--- src/rtl/mfcc_pkg.sv ---
// Shared state encoding and constants for the MFCC frame sequencer.
package mfcc_pkg;

   localparam int DEFAULT_TIMEOUT_CYCLES = 20000;

   typedef enum logic [2:0] {
      ST_IDLE     = 3'd0,
      ST_WAIT_WIN = 3'd1,
      ST_HAMMING  = 3'd2,
      ST_FFT      = 3'd3,
      ST_MEL      = 3'd4,
      ST_DCT      = 3'd5,
      ST_OUTPUT   = 3'd6,
      ST_ERROR    = 3'd7
   } state_e;

   // Done bits are ordered {dct, mel, fft, hamming}; returns the bit a stage state waits on.
   function automatic logic [3:0] stage_done_mask(state_e s);
      logic [3:0] m;
      m = 4'b0000;
      case (s)
         ST_HAMMING: m = 4'b0001;
         ST_FFT:     m = 4'b0010;
         ST_MEL:     m = 4'b0100;
         ST_DCT:     m = 4'b1000;
         default:    m = 4'b0000;
      endcase
      return m;
   endfunction

endpackage

--- src/rtl/mfcc_sequencer_if.sv ---
// Control/status bundle between the MFCC processing pipeline and its frame sequencer.
interface mfcc_sequencer_if #(
   parameter int FRAME_CNT_WIDTH = 16
);

   logic                       enable_i;
   logic                       stop_i;
   logic                       clear_i;
   logic                       window_start_i;
   logic                       hamming_done_i;
   logic                       fft_done_i;
   logic                       mel_done_i;
   logic                       dct_done_i;
   logic                       out_ready_i;
   logic                       start_move_o;
   logic                       frame_valid_o;
   logic [FRAME_CNT_WIDTH-1:0] frame_count_o;
   logic                       busy_o;
   logic                       idle_o;
   logic                       error_o;
   logic [2:0]                 state_o;

   // Handshake: a coefficient frame transfers on a cycle where frame_valid_o and
   // out_ready_i are both 1; frame_valid_o stays high and stable until then.
   modport master (
      output enable_i, stop_i, clear_i, window_start_i,
      output hamming_done_i, fft_done_i, mel_done_i, dct_done_i, out_ready_i,
      input  start_move_o, frame_valid_o, frame_count_o, busy_o, idle_o, error_o, state_o
   );

   modport slave (
      input  enable_i, stop_i, clear_i, window_start_i,
      input  hamming_done_i, fft_done_i, mel_done_i, dct_done_i, out_ready_i,
      output start_move_o, frame_valid_o, frame_count_o, busy_o, idle_o, error_o, state_o
   );

endinterface

--- src/rtl/stage_watchdog.sv ---
// Per-state cycle budget: restarts on every state change, flags when the budget is used up.
module stage_watchdog
   import mfcc_pkg::*;
#(
   parameter int TIMEOUT_CYCLES = DEFAULT_TIMEOUT_CYCLES
) (
   input  logic clk,
   input  logic rst_n,
   input  logic clear,
   input  logic count_en,
   output logic expired
);

   localparam int             CW    = $clog2(TIMEOUT_CYCLES + 1);
   localparam logic [CW-1:0]  LIMIT = CW'(TIMEOUT_CYCLES - 1);

   logic [CW-1:0] count_q, count_d;

   // Expiry is raised during the last allowed cycle so the owner leaves on the budget edge.
   assign expired = count_en && (count_q == LIMIT);

   always_comb begin
      count_d = count_q;
      if (clear) begin
         count_d = '0;
      end else if (count_en && !expired) begin
         count_d = count_q + 1'b1;
      end
   end

   always_ff @(posedge clk or negedge rst_n) begin
      if (!rst_n) begin
         count_q <= '0;
      end else begin
         count_q <= count_d;
      end
   end

endmodule

--- src/rtl/mfcc_sequencer.sv ---
// Frame sequencer for the MFCC pipeline: walks one frame through the window,
// hamming, FFT, mel and DCT stages, hands it to the consumer and guards each stage.
module mfcc_sequencer
   import mfcc_pkg::*;
#(
   parameter int TIMEOUT_CYCLES  = DEFAULT_TIMEOUT_CYCLES,
   parameter int FRAME_CNT_WIDTH = 16
) (
   input logic             clk,
   input logic             rst_n,
   mfcc_sequencer_if.slave bus
);

   state_e                     state_q, state_d;
   logic                       stop_pending_q, stop_pending_d;
   logic                       start_move_q, start_move_d;
   logic [FRAME_CNT_WIDTH-1:0] frame_count_q, frame_count_d;

   logic [3:0] done_vec, done_mask;
   logic       expected_done, stray_done, stop_seen;
   logic       wd_clear, wd_count_en, wd_expired;
   logic       busy_s, idle_s, error_s, valid_s;

   assign done_vec      = {bus.dct_done_i, bus.mel_done_i, bus.fft_done_i, bus.hamming_done_i};
   assign done_mask     = stage_done_mask(state_q);
   assign expected_done = |(done_vec & done_mask);
   assign stray_done    = |(done_vec & ~done_mask);
   assign stop_seen     = stop_pending_q | bus.stop_i;

   assign wd_count_en = (state_q == ST_HAMMING) || (state_q == ST_FFT) ||
                        (state_q == ST_MEL)     || (state_q == ST_DCT);
   assign wd_clear    = (state_d != state_q);

   stage_watchdog #(
      .TIMEOUT_CYCLES(TIMEOUT_CYCLES)
   ) u_watchdog (
      .clk      (clk),
      .rst_n    (rst_n),
      .clear    (wd_clear),
      .count_en (wd_count_en),
      .expired  (wd_expired)
   );

   always_ff @(posedge clk or negedge rst_n) begin
      if (!rst_n) begin
         state_q <= ST_IDLE;
      end else begin
         state_q <= state_d;
      end
   end

   // An expected done wins over stray dones and over expiry in the same cycle.
   always_comb begin
      state_d = state_q;
      case (state_q)
         ST_IDLE: begin
            if (bus.enable_i) state_d = ST_WAIT_WIN;
         end
         ST_WAIT_WIN: begin
            if (!bus.enable_i || stop_seen) state_d = ST_IDLE;
            else if (bus.window_start_i)    state_d = ST_HAMMING;
         end
         ST_HAMMING, ST_FFT, ST_MEL, ST_DCT: begin
            if (expected_done) begin
               case (state_q)
                  ST_HAMMING: state_d = ST_FFT;
                  ST_FFT:     state_d = ST_MEL;
                  ST_MEL:     state_d = ST_DCT;
                  default:    state_d = ST_OUTPUT;
               endcase
            end else if (stray_done || wd_expired) begin
               state_d = ST_ERROR;
            end
         end
         ST_OUTPUT: begin
            if (bus.out_ready_i) begin
               state_d = (bus.enable_i && !stop_seen) ? ST_WAIT_WIN : ST_IDLE;
            end
         end
         ST_ERROR: begin
            if (bus.clear_i) state_d = ST_IDLE;
         end
         default: state_d = ST_IDLE;
      endcase
   end

   always_comb begin
      busy_s  = 1'b0;
      idle_s  = 1'b0;
      error_s = 1'b0;
      valid_s = 1'b0;
      case (state_q)
         ST_IDLE:                            idle_s  = 1'b1;
         ST_HAMMING, ST_FFT, ST_MEL, ST_DCT: busy_s  = 1'b1;
         ST_OUTPUT: begin
            busy_s  = 1'b1;
            valid_s = 1'b1;
         end
         ST_ERROR:                           error_s = 1'b1;
         default: ;
      endcase
   end

   // Stop requests persist until the sequencer actually lands in IDLE.
   always_comb begin
      start_move_d   = (state_q == ST_HAMMING) && bus.hamming_done_i;
      frame_count_d  = frame_count_q;
      if ((state_q == ST_OUTPUT) && bus.out_ready_i && (frame_count_q != '1)) begin
         frame_count_d = frame_count_q + 1'b1;
      end
      stop_pending_d = stop_pending_q | bus.stop_i;
      if ((state_d == ST_IDLE) && (state_q != ST_IDLE)) begin
         stop_pending_d = 1'b0;
      end
   end

   always_ff @(posedge clk or negedge rst_n) begin
      if (!rst_n) begin
         stop_pending_q <= 1'b0;
         start_move_q   <= 1'b0;
         frame_count_q  <= '0;
      end else begin
         stop_pending_q <= stop_pending_d;
         start_move_q   <= start_move_d;
         frame_count_q  <= frame_count_d;
      end
   end

   assign bus.state_o       = state_q;
   assign bus.start_move_o  = start_move_q;
   assign bus.frame_count_o = frame_count_q;
   assign bus.busy_o        = busy_s;
   assign bus.idle_o        = idle_s;
   assign bus.error_o       = error_s;
   assign bus.frame_valid_o = valid_s;

endmodule

--- src/flat_wrapper.sv ---
// flat-port wrapper written by rule: the top's interface ports become plain ports
module mfcc_sequencer_flat import mfcc_pkg::*;
#(
   parameter int TIMEOUT_CYCLES  = DEFAULT_TIMEOUT_CYCLES,
   parameter int FRAME_CNT_WIDTH = 16
)
  (clk, rst_n, bus_enable_i, bus_stop_i, bus_clear_i, bus_window_start_i, bus_hamming_done_i, bus_fft_done_i, bus_mel_done_i, bus_dct_done_i, bus_out_ready_i, bus_start_move_o, bus_frame_valid_o, bus_frame_count_o, bus_busy_o, bus_idle_o, bus_error_o, bus_state_o);
  mfcc_sequencer_if #(.FRAME_CNT_WIDTH(FRAME_CNT_WIDTH)) bus_i ();
  input logic clk;
  input logic rst_n;
  input wire logic [$bits(bus_i.enable_i)-1:0] bus_enable_i;
  input wire logic [$bits(bus_i.stop_i)-1:0] bus_stop_i;
  input wire logic [$bits(bus_i.clear_i)-1:0] bus_clear_i;
  input wire logic [$bits(bus_i.window_start_i)-1:0] bus_window_start_i;
  input wire logic [$bits(bus_i.hamming_done_i)-1:0] bus_hamming_done_i;
  input wire logic [$bits(bus_i.fft_done_i)-1:0] bus_fft_done_i;
  input wire logic [$bits(bus_i.mel_done_i)-1:0] bus_mel_done_i;
  input wire logic [$bits(bus_i.dct_done_i)-1:0] bus_dct_done_i;
  input wire logic [$bits(bus_i.out_ready_i)-1:0] bus_out_ready_i;
  output wire logic [$bits(bus_i.start_move_o)-1:0] bus_start_move_o;
  output wire logic [$bits(bus_i.frame_valid_o)-1:0] bus_frame_valid_o;
  output wire logic [$bits(bus_i.frame_count_o)-1:0] bus_frame_count_o;
  output wire logic [$bits(bus_i.busy_o)-1:0] bus_busy_o;
  output wire logic [$bits(bus_i.idle_o)-1:0] bus_idle_o;
  output wire logic [$bits(bus_i.error_o)-1:0] bus_error_o;
  output wire logic [$bits(bus_i.state_o)-1:0] bus_state_o;
  assign bus_i.enable_i = bus_enable_i;
  assign bus_i.stop_i = bus_stop_i;
  assign bus_i.clear_i = bus_clear_i;
  assign bus_i.window_start_i = bus_window_start_i;
  assign bus_i.hamming_done_i = bus_hamming_done_i;
  assign bus_i.fft_done_i = bus_fft_done_i;
  assign bus_i.mel_done_i = bus_mel_done_i;
  assign bus_i.dct_done_i = bus_dct_done_i;
  assign bus_i.out_ready_i = bus_out_ready_i;
  assign bus_start_move_o = bus_i.start_move_o;
  assign bus_frame_valid_o = bus_i.frame_valid_o;
  assign bus_frame_count_o = bus_i.frame_count_o;
  assign bus_busy_o = bus_i.busy_o;
  assign bus_idle_o = bus_i.idle_o;
  assign bus_error_o = bus_i.error_o;
  assign bus_state_o = bus_i.state_o;
  mfcc_sequencer #(.TIMEOUT_CYCLES(TIMEOUT_CYCLES), .FRAME_CNT_WIDTH(FRAME_CNT_WIDTH)) u_core (.clk(clk), .rst_n(rst_n), .bus(bus_i));
endmodule
--- config.mk ---
export PLATFORM = sky130hd
export DESIGN_NAME = mfcc_sequencer_flat
export DESIGN_NICKNAME = d
export VERILOG_FILES = /design/src/rtl/mfcc_pkg.sv /design/src/rtl/mfcc_sequencer_if.sv /design/src/rtl/stage_watchdog.sv /design/src/rtl/mfcc_sequencer.sv /design/src/flat_wrapper.sv
export SDC_FILE = /design/constraint.sdc
export NUM_CORES = 1
export LEC_CHECK = 0
export ABC_CLOCK_PERIOD_IN_PS = 4500
export CORE_UTILIZATION = 45
export DETAILED_ROUTE_END_ITERATION = 12
export PLACE_DENSITY = 0.76
export SLEW_MARGIN = 20
export SYNTH_ARGS = -nofsm -noshare
export SYNTH_HDL_FRONTEND = slang
export SYNTH_SLANG_ARGS = --single-unit
--- constraint.sdc ---
create_clock -name clk -period 4.5 [get_ports clk]
set_input_delay 0.675 -clock clk [delete_from_list [all_inputs] [get_ports clk]]
set_output_delay 0.675 -clock clk [all_outputs]
set_load 0.05 [all_outputs]
After elaboration in Yosys (flattened, before gate mapping)
Cells that the tools add are included.
- bits in registers: 36
- output and inout bits: 24
- add/sub/neg operators: 2
- eq/ne operators: 10
- mux-type cells: 18
- bitwise gates (word level): 4
- reductions and logical operators: 23
- operators with widths (cell ; number):
    15-bit two-way mux ; 2
    3-bit two-way mux ; 7
    16-bit by 1-bit adder with 16-bit output, second input constant ; 1
    16-bit != test, second input constant ; 1
    4-bit one-hot mux with 4 select lines ; 1
    15-bit by 1-bit adder with 15-bit output, second input constant ; 1
    15-bit == test, second input constant ; 1
    3-bit one-hot mux with 5 select lines ; 1
    3-bit == test, second input constant ; 4
    4-bit OR reduction ; 3
    3-bit one-hot mux with 3 select lines ; 1
    4-bit bitwise AND ; 2
    1-bit logical AND ; 7
    3-bit by 2-bit == test with 1-bit output, second input constant ; 2
    3-bit logical NOT ; 2
    1-bit two-way mux ; 6
    1-bit logical OR ; 5
    5-bit OR reduction ; 1
    4-bit inverter ; 1
    3-bit by 1-bit == test with 1-bit output, second input constant ; 1
    1-bit logical NOT ; 3
    3-bit != test ; 1
    3-bit nonzero test ; 1
    2-bit nonzero test ; 1
    1-bit OR ; 1

Depth between registers and ports, before layout
- depth in word-level cells: 12
- gate-level depth with buffers: 9
- mapped depth without buffers: 7

Cells and area by module
A second synthesis with hierarchy kept.
- cells, all modules: 223
- area, all modules: 2072.0 sq um
- by module, submodules not included (module ; times used ; cells each ; area each (sq um) ; seq. area each (sq um)):
    mfcc_sequencer ; 1 ; 138 ; 1233.7 ; 525.5
    stage_watchdog ; 1 ; 85 ; 838.3 ; 375.4

Worst setup path before layout
OpenSTA, ideal clock, no wires.
- path type: flip-flop to output port
- start point: register u_core.state_q[0] (netlist: u_core.bus.state_o[0])
- end point: output port bus_busy_o
- arrival: 1.979 ns
- data required time: 3.825 ns
- setup slack: 1.846 ns
- cell stages (with the launch flop): 6
- buffers on the path: 2
- cells stage by stage: dfrtp_1 -> buf_6 -> buf_2 -> nand3_1 -> inv_1 -> nor2_1
- word-level cells in the longest chain between the ends: 3
- elaborated cells between the ends (all ways): 7
- those cells by class: 5 x eq/ne; 1 x mux; 1 x reduce/logical
- ends and longest elaborated chain (element ; line ; source):
    from (decl) ; mfcc_sequencer.sv:14 ; state_e state_q, state_d;
    from (signal assigned) ; mfcc_sequencer.sv:48 ; state_q <= state_d;
    3-bit == test / 3-bit by 2-bit == test with 1-bit output (equally long branches) ; mfcc_sequencer.sv:92 ; case (state_q)
    5-bit OR reduction (no line) (*) ; - ;
    1-bit two-way mux (*) ; mfcc_sequencer.sv:92 ;
    to (decl) ; flat_wrapper.sv:23 ; output wire logic [$bits(bus_i.busy_o)-1:0] bus_busy_o;
Every way passes the cells marked *; elsewhere a longest branch is shown, timed or not.

Final worst setup path
- start point: register u_core.state_q[1] (netlist: u_core.bus.state_o[1])
- end point: output port bus_idle_o
- word-level cells in the longest chain between the ends: 2
- ends and longest elaborated chain (element ; line ; source):
    3-bit logical NOT ; mfcc_sequencer.sv:92 ;
    1-bit two-way mux ; mfcc_sequencer.sv:92 ;
    to (decl) ; flat_wrapper.sv:24 ; output wire logic [$bits(bus_i.idle_o)-1:0] bus_idle_o;
Every way passes these cells.

==> impl_metrics.json <==
{
  "tritoncts": "done",
  "crit_path_start_kind": "flop",
  "min_period_ns": 2.97,
  "cts.clk_slew.worst_paths_ns": 0.07,
  "cts_sinks": 36,
  "die-area_sq_um": 5080,
  "maxClockFrequency_mhz": 337,
  "rsz0062_at_grt": "false",
  "grt_pass1_wl_um": 6960,
  "final_area_sq_um": 2600,
  "grt.overflow.total": 0,
  "postCtsSetupBuffers": 0,
  "setup.worst_path.end_class": "primary output",
  "relSlewSlack_pct": 36.6,
  "dr.pass1.iters": 4,
  "drive_gt1_share_pct": 13.2,
  "fillCellCount": 393,
  "syn-cell-area_sq_um": 2160,
  "p_leak_nw": 1.14,
  "power.density_nw_per_um2": 553,
  "min-delay-path-class": "in -> async",
  "skew_ns": 0.00576,
  "grt_antenna_before_repair": 0,
  "cts_buffers": 5,
  "drv_cap": 0,
  "cts-resized-gates": 0,
  "hold_buffers": 0,
  "wl_um": 4120,
  "htreeDepth": 2,
  "vias_per_cell": 5.41,
  "critPathMaxFanout": 19,
  "synth-seq-area-share_pct": 41.7,
  "async_flop_share_pct": 100,
  "drv_slew": 0,
  "io_pins": 35,
  "final-hold-violation-count": 0,
  "synth-edff-count": 0,
  "synth_warnings": 0,
  "worstMarginPinSlew_ns": 0.951,
  "grt_util_met2_pct": 29.1,
  "clock_path_buffers": 2,
  "synth_cells": 226,
  "grt_max_degree": 37,
  "wire_per_inst_um": 13.3,
  "seq_area_sq_um": 901,
  "syn2layout_area_growth_pct": 20.5,
  "ys_types": 52,
  "layout.nets": 270,
  "synthFlopType": "dfrtp_1",
  "synth_top_area_share_pct": 41.7,
  "diodes": 0,
  "die_y_um": 71.3,
  "ir_drop_mv": 0.444,
  "setup_violations": 0,
  "syn_avg_cell_area_sq_um": 9.56,
  "ys_seq_elements": 36,
  "hpwl_um": 3020,
  "route.detailed.drc": 0,
  "cp.arrival_ns": 2.30,
  "status": "finished clean",
  "clkLatencyLatePin_ns": 0.29,
  "multiInputGateArea_sq_um": 1140,
  "cts-root-buf": "clkbuf_8",
  "required_ns": 3.83,
  "synth.cells.most_frequent": "36 x dfrtp_1, 31 x nand2_1, 20 x nor2_1, 16 x xnor2_1, 14 x xor2_1",
  "grtUsageMet3_pct": 3.38,
  "netlist_top_cells_area": "dfrtp_1 42%, xnor2_1 6.5%, xor2_1 5.7%",
  "vias": 1677,
  "io_buffers": 34,
  "layout_worst_path_cycle_share_pct": 66.0,
  "yosysMostFrequentCell": "dfrtp_1",
  "core-area_sq_um": 4470,
  "drt-initial-drc-count": 80,
  "grt_pass1_vias": 1577,
  "grt_usage_pct": 17.2,
  "place.gp.congestion": 0.861,
  "detail-route-antenna-nets": 0,
  "fin_setup_tns_ns": 0,
  "grt.busiest_layer": "met2",
  "rows": 24,
  "critPathKind": "reg -> out",
  "start_util_pct": 48.3,
  "yosysTopAreaCell": "dfrtp_1",
  "die_w_um": 71.3,
  "syn-num-nets": 239,
  "dpl_cell_area_sq_um": 2470,
  "grt_use_met1_pct": 22.6
}
## registers in the layout (all words and copies together) (netlist names)
name / flops
u_core.bus.frame_count_o: 16
u_core.stop_pending_q: 1
u_core.bus.start_move_o: 1
u_core.u_watchdog.count_q: 15
u_core.bus.state_o: 3
## kinds of logic after synthesis
family	after synthesis	share of synthesized area, %
and+or+nand+nor	109	27.1
DFF	36	41.7
xor gates and xnor gates	30	12.2
AOI/OAI and AO/OA	26	10.7
buffers and inverters	20	5.68
muxes	3	1.51
adders and majority gates	2	1.16
## cell usage in the layout, fill, tap and decap left out, types with 3 or more instances in the layout
cell and n:
nor2b_1 3, inv_1 10, and3_1 4, xnor2_1 16
clkdlybuf4s50_1 33, nor2_2 11, dfrtp_1 36, nor3_1 3
nand2_1 31, nand3_1 13, nor3b_1 3, xor2_1 14
clkbuf_8 7, nand4_1 5, o21ai_0 3, or3_1 3
nor2_1 20
## worst paths after layout
| check | from | endpoint | slack [ns] | cells after the start |
|---|---|---|---|---|
| setup / recovery | u_core.bus.state_o[1] | bus_idle_o | 1.53 | 3 |
| hold / removal | rst_n | u_core.u_watchdog.count_q[6] | 0.46 | 1 |
| setup reg to reg | u_core.bus.state_o[2] | u_core.u_watchdog.count_q[5] | 1.95 | 6 |
| hold reg to reg | u_core.bus.frame_count_o[14] | u_core.bus.frame_count_o[14] | 0.50 | 1 |
| max in group asynchronous | rst_n | u_core.u_watchdog.count_q[0] | 3.54 | 1 |
| min in group clk | u_core.bus.frame_count_o[14] | u_core.bus.frame_count_o[14] | 0.50 | 1 |
## metal layers
| layer | part of all wire (%) | vias up |
|---|---|---|
| li1 | - | 837 |
| met1 | 50 | 809 |
| met2 | 46 | 29 |
| met3 | 3.4 | 2 |
| met4 | 0.46 | 0 |
| met5 | 0 | - |
## final cells by class
class	count	area share, %
flip-flops and latches	36	34.6
clock buffers	7	3.70
inverters	10	1.44
clock inverters	1	1.15
multi-input cells	170	43.7
well taps	52	2.50
repair buffers	34	12.9
## critical path, stage by stage, from the launching register on
cell and delay [ns]:
dfrtp_1 0.60, or3_1 0.53, inv_1 0.09, clkdlybuf4s50_1 0.80
## stage by stage
| step | total power [W] | hold slack [ns] | worst slack, ns | cells | utilization (%) |
|---|---|---|---|---|---|
| floorplan | 0.00102 | 0.379 | 1.85 | 226 | - |
| global placement | 0.00113 | 0.487 | 1.55 | 302 | 55.3 |
| detailed placement | 0.00114 | 0.487 | 1.55 | 302 | 55.3 |
| CTS | 0.00145 | 0.485 | 1.51 | 310 | 58.1 |
| global route | 0.00152 | 0.516 | 1.45 | 310 | 58.1 |
| finish | 0.00144 | 0.460 | 1.53 | 310 | 58.1 |
## power by group
group	total (W)	switching (W)	internal, W
clock	0.000309	0.000114	0.000195
sequential	0.000459	0.0000976	0.000362
combinational	0.000671	0.000433	0.000238
Note: power is estimated with default switching activity, not from simulation.
